File: src/rtl/bin2bcd_seq.sv
// Iterative shift-add-3 (double-dabble) binary-to-BCD converter.
// One input bit is consumed per clock while busy is high. The result is
// registered and held until the next conversion completes. Anything at or
// above 10^D wraps modulo 10^D and raises overflow.
module bin2bcd_seq #(
  parameter int W = 8,
  parameter int D = 3
) (
  input  logic             clk,
  input  logic             reset,
  input  logic             start,
  input  logic [W-1:0]     bin,
  output logic             busy,
  output logic             done,
  output logic [4*D-1:0]   bcd,
  output logic             overflow
);

  localparam int CW = $clog2(W + 1);

  typedef enum logic {IDLE, SHIFT} state_t;

  state_t           state_reg, state_next;
  logic [W-1:0]     shift_reg, shift_next;
  logic [4*D-1:0]   acc_reg, acc_next;
  logic [CW-1:0]    cnt_reg, cnt_next;
  logic             ovf_acc_reg, ovf_acc_next;
  logic [4*D-1:0]   bcd_reg, bcd_next;
  logic             overflow_reg, overflow_next;
  logic             done_reg, done_next;

  // Per-digit +3 correction, applied before each shift. There is no carry
  // between digits: a corrected digit never exceeds 4'hC.
  logic [4*D-1:0]   acc_corr;
  logic [4*D-1:0]   acc_shift;
  logic             ovf_step;

  genvar gi;
  generate
    for (gi = 0; gi < D; gi++) begin : g_digit
      assign acc_corr[4*gi +: 4] = (acc_reg[4*gi +: 4] >= 4'd5) ?
                                   acc_reg[4*gi +: 4] + 4'd3 :
                                   acc_reg[4*gi +: 4];
    end
  endgenerate

  // Shift the corrected accumulator left and bring in the next binary MSB.
  // The bit leaving the top digit is worth 10^D, so it feeds the sticky
  // overflow flag.
  assign acc_shift = {acc_corr[4*D-2:0], shift_reg[W-1]};
  assign ovf_step  = ovf_acc_reg | acc_corr[4*D-1];

  // Next-state and datapath control. Every register holds unless updated.
  always_comb begin
    state_next    = state_reg;
    shift_next    = shift_reg;
    acc_next      = acc_reg;
    cnt_next      = cnt_reg;
    ovf_acc_next  = ovf_acc_reg;
    bcd_next      = bcd_reg;
    overflow_next = overflow_reg;
    done_next     = 1'b0;
    case (state_reg)
      IDLE: begin
        if (start) begin
          shift_next   = bin;
          acc_next     = '0;
          ovf_acc_next = 1'b0;
          cnt_next     = CW'(W);
          state_next   = SHIFT;
        end
      end
      SHIFT: begin
        shift_next   = shift_reg << 1;
        acc_next     = acc_shift;
        ovf_acc_next = ovf_step;
        cnt_next     = cnt_reg - CW'(1);
        if (cnt_reg == CW'(1)) begin
          bcd_next      = acc_shift;
          overflow_next = ovf_step;
          done_next     = 1'b1;
          state_next    = IDLE;
        end
      end
      default: state_next = IDLE;
    endcase
  end

  // State and datapath registers. Reset abandons any conversion in flight.
  always_ff @(posedge clk) begin
    if (reset) begin
      state_reg    <= IDLE;
      shift_reg    <= '0;
      acc_reg      <= '0;
      cnt_reg      <= '0;
      ovf_acc_reg  <= 1'b0;
      bcd_reg      <= '0;
      overflow_reg <= 1'b0;
      done_reg     <= 1'b0;
    end else begin
      state_reg    <= state_next;
      shift_reg    <= shift_next;
      acc_reg      <= acc_next;
      cnt_reg      <= cnt_next;
      ovf_acc_reg  <= ovf_acc_next;
      bcd_reg      <= bcd_next;
      overflow_reg <= overflow_next;
      done_reg     <= done_next;
    end
  end

  assign busy     = (state_reg == SHIFT);
  assign done     = done_reg;
  assign bcd      = bcd_reg;
  assign overflow = overflow_reg;

endmodule

File: config.mk
export PLATFORM = sky130hd
export DESIGN_NAME = bin2bcd_seq
export DESIGN_NICKNAME = d
export VERILOG_FILES = /design/src/rtl/bin2bcd_seq.sv
export SDC_FILE = /design/constraint.sdc
export NUM_CORES = 1
export LEC_CHECK = 0
export BUFFER_PORTS_ARGS = -buffer_cell sky130_fd_sc_hd__buf_2
export CAP_MARGIN = 20
export CELL_PAD_IN_SITES_DETAIL_PLACEMENT = 1
export CELL_PAD_IN_SITES_GLOBAL_PLACEMENT = 1
export CORE_ASPECT_RATIO = 1.4
export CORE_MARGIN = 2
export CORE_UTILIZATION = 42
export DETAILED_ROUTE_END_ITERATION = 10
export GPL_ROUTABILITY_DRIVEN = 0
export PLACE_DENSITY = 0.81
export SLEW_MARGIN = 20
export SYNTH_ARGS = -nofsm -noshare
export SYNTH_HDL_FRONTEND = slang
export SYNTH_SLANG_ARGS = --single-unit
File: constraint.sdc
create_clock -name clk -period 1.95 [get_ports clk]
set_input_delay 0.39 -clock clk [delete_from_list [all_inputs] [get_ports clk]]
set_output_delay 0.39 -clock clk [all_outputs]
set_load 0.005 [all_outputs]
==> tab_implementation.tex <==
\begin{tabular}{lr}
\hline
Metric & Value \\
\hline
\multicolumn{2}{l}{\textbf{Worst setup path}} \\
\quad Buffering stage count on the worst path with inverters included & 2 \\
\quad Stage delay of the slowest cell on the critical path & 0.61 ns \\
\quad Worst-path cell with the longest stage delay & sky130\_fd\_sc\_hd\_\_dfxtp\_1 \\
\quad Capturing point of the worst reg2reg path & acc\_reg[6] \\
\quad Crit path required time & 1.56 ns \\
\quad R2R Path Start & acc\_reg[4] \\
\quad Crit path max fanout & 19 \\
\quad Worst-path cell chain & buf\_4 -> buf\_2 \\
\quad Crit path launch type & flip-flop \\
\quad Worst setup EP type & primary output \\
\quad Number of cells on the worst reg-to-reg path & 6 \\
\quad Minimum setup slack among reg-to-reg paths & 0.28 ns \\
\quad Top cell family by delay on the critical path & flip-flops \\
\quad Critical setup path kind & flip-flop to primary output \\
\quad Data arrival time of the critical path & 1.37 ns \\
\multicolumn{2}{l}{\textbf{Clock network}} \\
\quad Cts hold-fix bufs & 0 \\
\quad Clock slew at the register clock pins of the worst setup and hold paths & 0.07 ns \\
\quad Number of instances resized during post-cts repair & 0 \\
\quad Root buffer cell & sky130\_fd\_sc\_hd\_\_clkbuf\_8 \\
\quad Post-CTS setup repair buffer count & 0 \\
\quad Worst skew pair latency & 0.30 ns \\
\quad Clock tree from TritonCTS & yes \\
\quad Maximum number of buffers from clock root to sink & 2 \\
\quad Clock Sinks & 40 \\
\quad CTS H-tree depth & 2 \\
\quad Clock buffer count from CTS & 5 \\
\multicolumn{2}{l}{\textbf{Logic synthesis}} \\
\quad Number of flops mapped to enable cells by yosys & 0 \\
\quad Async set-or-reset flop fraction in the synthesized netlist & 0\% \\
\quad Yosys Warn Count & 0 \\
\quad Count of cell types in the netlist & 26 \\
\quad Flops \& latches, synth & 40 \\
\quad Register area share after synthesis & 43.4\% \\
\quad Gate Count Post-Synth & 208 \\
\quad Mean Syn Cell Area & 8.88 um\^{}2 \\
\quad Mapped cell area & 1850 um\^{}2 \\
\quad Net Count, Synth & 227 \\
\quad Prevailing post-synth register cell & sky130\_fd\_sc\_hd\_\_dfxtp\_1 \\
\multicolumn{2}{l}{\textbf{Finish}} \\
\quad Final design instance area without fill & 2140 um\^{}2 \\
\quad Filler-free cell count of the finished design & 297 \\
\quad Antenna cells & 0 \\
\quad Post-Route Utilization & 50.4\% \\
\quad Commonest cells after routing, fill and taps aside & sky130\_fd\_sc\_hd\_\_dfxtp\_1 (40), sky130\_fd\_sc\_hd\_\_nor2\_1 (30), sky130\_fd\_sc\_hd\_\_buf\_2 (25), sky130\_fd\_sc\_hd\_\_a21oi\_1 (18), sky130\_fd\_sc\_hd\_\_o21ai\_0 (16) \\
\quad Count of nets after finishing & 255 \\
\quad Growth of design area from synthesis to finish & 15.7\% \\
\quad Leading cell type in the layout, fill and taps excluded & sky130\_fd\_sc\_hd\_\_dfxtp\_1 \\
\quad Filler instances & 505 \\
\quad Layout cell share with drive strength beyond 1 & 20.3\% \\
\multicolumn{2}{l}{\textbf{Global routing}} \\
\quad Vias in the first global route & 1586 \\
\quad Global Route Usage Sum & 19.4\% \\
\quad Initial antenna violation count & 0 \\
\quad Global-route wire length before repair & 7110 um \\
\quad Pin count of the biggest net entering global routing & 20 \\
\quad Overflow left after global routing & 0 \\
\multicolumn{2}{l}{\textbf{Placed design}} \\
\quad DP Worst Slack & 0.276 ns \\
\quad Half-perimeter wire length of the detailed placement result & 3120 um \\
\quad Placed cell areas & 2040 um\^{}2 \\
\quad Count of placed standard cells including taps & 289 \\
\quad \# port buffers & 25 \\
\multicolumn{2}{l}{\textbf{Drt}} \\
\quad Post-DR wirelength/cell & 14.3 um \\
\quad Total number of vias & 1563 \\
\quad Final routed DRC violation total & 0 \\
\quad Final wirelength & 4250 um \\
\quad Final ANT Viol Nets & 0 \\
\quad Avg Vias per Cell & 5.26 \\
\quad First-pass iteration count of the detailed router & 4 \\
\quad Iter 0 DRT Violations & 14 \\
\multicolumn{2}{l}{\textbf{STA}} \\
\quad Max transition margin & 64.0\% \\
\quad Time the worst path needs with I/O delays and setup & 1.76 ns \\
\quad Tcrit/Tclk final & 90.1\% \\
\quad Sum Neg Setup Slack & 0 ns \\
\quad Worst clock skew & 0.00372 ns \\
\quad Worst hold slack across all endpoints & 0.385 ns \\
\quad Unrepaired setup endpoints after global routing & false \\
\quad Count of final hold-check violations & 0 \\
\quad Worst slew pin tran & 0.538 ns \\
\quad Fmax & 569 MHz \\
\quad Finish-stage setup viols & 0 \\
\quad Total count of max-transition violations in the final report & 0 \\
\quad Setup slack of the critical path after layout & 0.193 ns \\
\multicolumn{2}{l}{\textbf{Floorplan}} \\
\quad Number of placement rows & 28 \\
\quad Die H & 82.5 um \\
\quad Die Wd & 60.0 um \\
\quad DIE AREA & 4950 um\^{}2 \\
\quad Effective utilization at floorplan & 43.6\% \\
\quad Number of top-level design ports & 26 \\
\quad Core box area & 4240 um\^{}2 \\
\multicolumn{2}{l}{\textbf{Run}} \\
\quad MaxCap Viol Count & 0 \\
\multicolumn{2}{l}{\textbf{Power and ir drop}} \\
\quad Leakage power total & 0.839 nW \\
\quad Max rail drop VDD & 0.439 mV \\
\quad Total power per unit cell area & 743 nW/um\^{}2 \\
\quad Post-layout power & 1.59 mW \\
\multicolumn{2}{l}{\textbf{Hold path}} \\
\quad Hold EP & shift\_reg[0] \\
\quad Hold Path Depth & 3 \\
\quad Min-Delay Startpoint & bin[0] \\
\quad Path class of the lowest-slack min-delay path & primary input to flip-flop \\
\multicolumn{2}{l}{\textbf{Run status}} \\
\quad Result of the run & finished clean \\
\hline
\end{tabular}
-- layout make-up --
| class | count | area, um^2 | area share [%] |
|---|---|---|---|
| timing repair buffer | 31 | 170 | 7.97 |
| sequential | 40 | 801 | 37.5 |
| multi-input combinational | 147 | 956 | 44.8 |
| clock buffer | 6 | 82.6 | 3.87 |
| tap | 60 | 75.1 | 3.51 |
| clock inverter | 2 | 10.0 | 0.469 |
| inverter | 11 | 41.3 | 1.93 |
-- power breakdown --
| group | total (mW) | switching [mW] | internal [mW] |
|---|---|---|---|
| registers | 0.862 | 0.0214 | 0.841 |
| logic | 0.148 | 0.0817 | 0.0665 |
| clock network | 0.577 | 0.295 | 0.282 |
| total | 1.59 | 0.398 | 1.19 |
-- routing by layer --
layer / vias to the layer above / wire length, um / GRT usage [%]
li1: 772 / - / -
met1: 754 / 1700 / 19.2
met2: 28 / 2310 / 37.3
met3: 9 / 140 / 3.89
met4: 0 / 98 / 9.11
met5: - / 0 / 0
-- Yosys cell counts, types with 2 or more instances --
master	n	share of area [%]
sky130_fd_sc_hd__mux2_2	4	2.4
sky130_fd_sc_hd__a211oi_1	2	0.81
sky130_fd_sc_hd__xnor2_1	3	1.4
sky130_fd_sc_hd__a311oi_2	4	3.3
sky130_fd_sc_hd__buf_2	6	1.6
sky130_fd_sc_hd__nor3b_1	6	2.4
sky130_fd_sc_hd__o21ai_0	16	4.3
sky130_fd_sc_hd__inv_1	11	2.2
sky130_fd_sc_hd__clkbuf_1	2	0.41
sky130_fd_sc_hd__nand2b_1	12	4.1
sky130_fd_sc_hd__nor2_1	30	6.1
sky130_fd_sc_hd__o22ai_1	7	2.4
sky130_fd_sc_hd__nand3b_1	9	3.7
sky130_fd_sc_hd__mux2i_1	10	5.4
sky130_fd_sc_hd__nor3_1	4	1.1
sky130_fd_sc_hd__nand2_1	7	1.4
sky130_fd_sc_hd__dfxtp_1	40	43
sky130_fd_sc_hd__a21oi_1	18	4.9
sky130_fd_sc_hd__nand3_1	3	0.81
sky130_fd_sc_hd__ha_1	8	5.4
-- cells by family (layout without fill, tap and decap cells) --
family / Yosys count / in the layout / synth area share (%)
AND/OR/NAND/NOR: 73 / 73 / 20.5
AO/OA/AOI/OAI: 49 / 49 / 16.6
flip-flops: 40 / 40 / 43.4
buffers and inverters: 21 / 50 / 4.88
multiplexers: 14 / 14 / 7.86
adder cells (fa/ha/maj): 8 / 8 / 5.42
XOR/XNOR: 3 / 3 / 1.42
-- worst register-to-register path, delay by kind of cell, from the launching register on --
family                     cells  cell delay [ns]
AOI/OAI and AO/OA              2             0.42
adders and majority gates      1             0.24
buffers and inverters          1             0.10
DFF                            1             0.35
muxes                          1             0.38
and+or+nand+nor                1             0.09
-- worst max-delay path by stage --
| stage | start | end | cells past startpoint |
|---|---|---|---|
| after floorplan | acc_reg[0] | acc_reg[2] | 6 |
| after global placement | acc_reg[4] | acc_reg[6] | 6 |
| after detailed placement | acc_reg[4] | acc_reg[6] | 6 |
| after CTS | busy | busy | 2 |
| after global routing | busy | busy | 2 |
| final | busy | busy | 2 |
No activity file was read; power rests on OpenSTA's default activity.
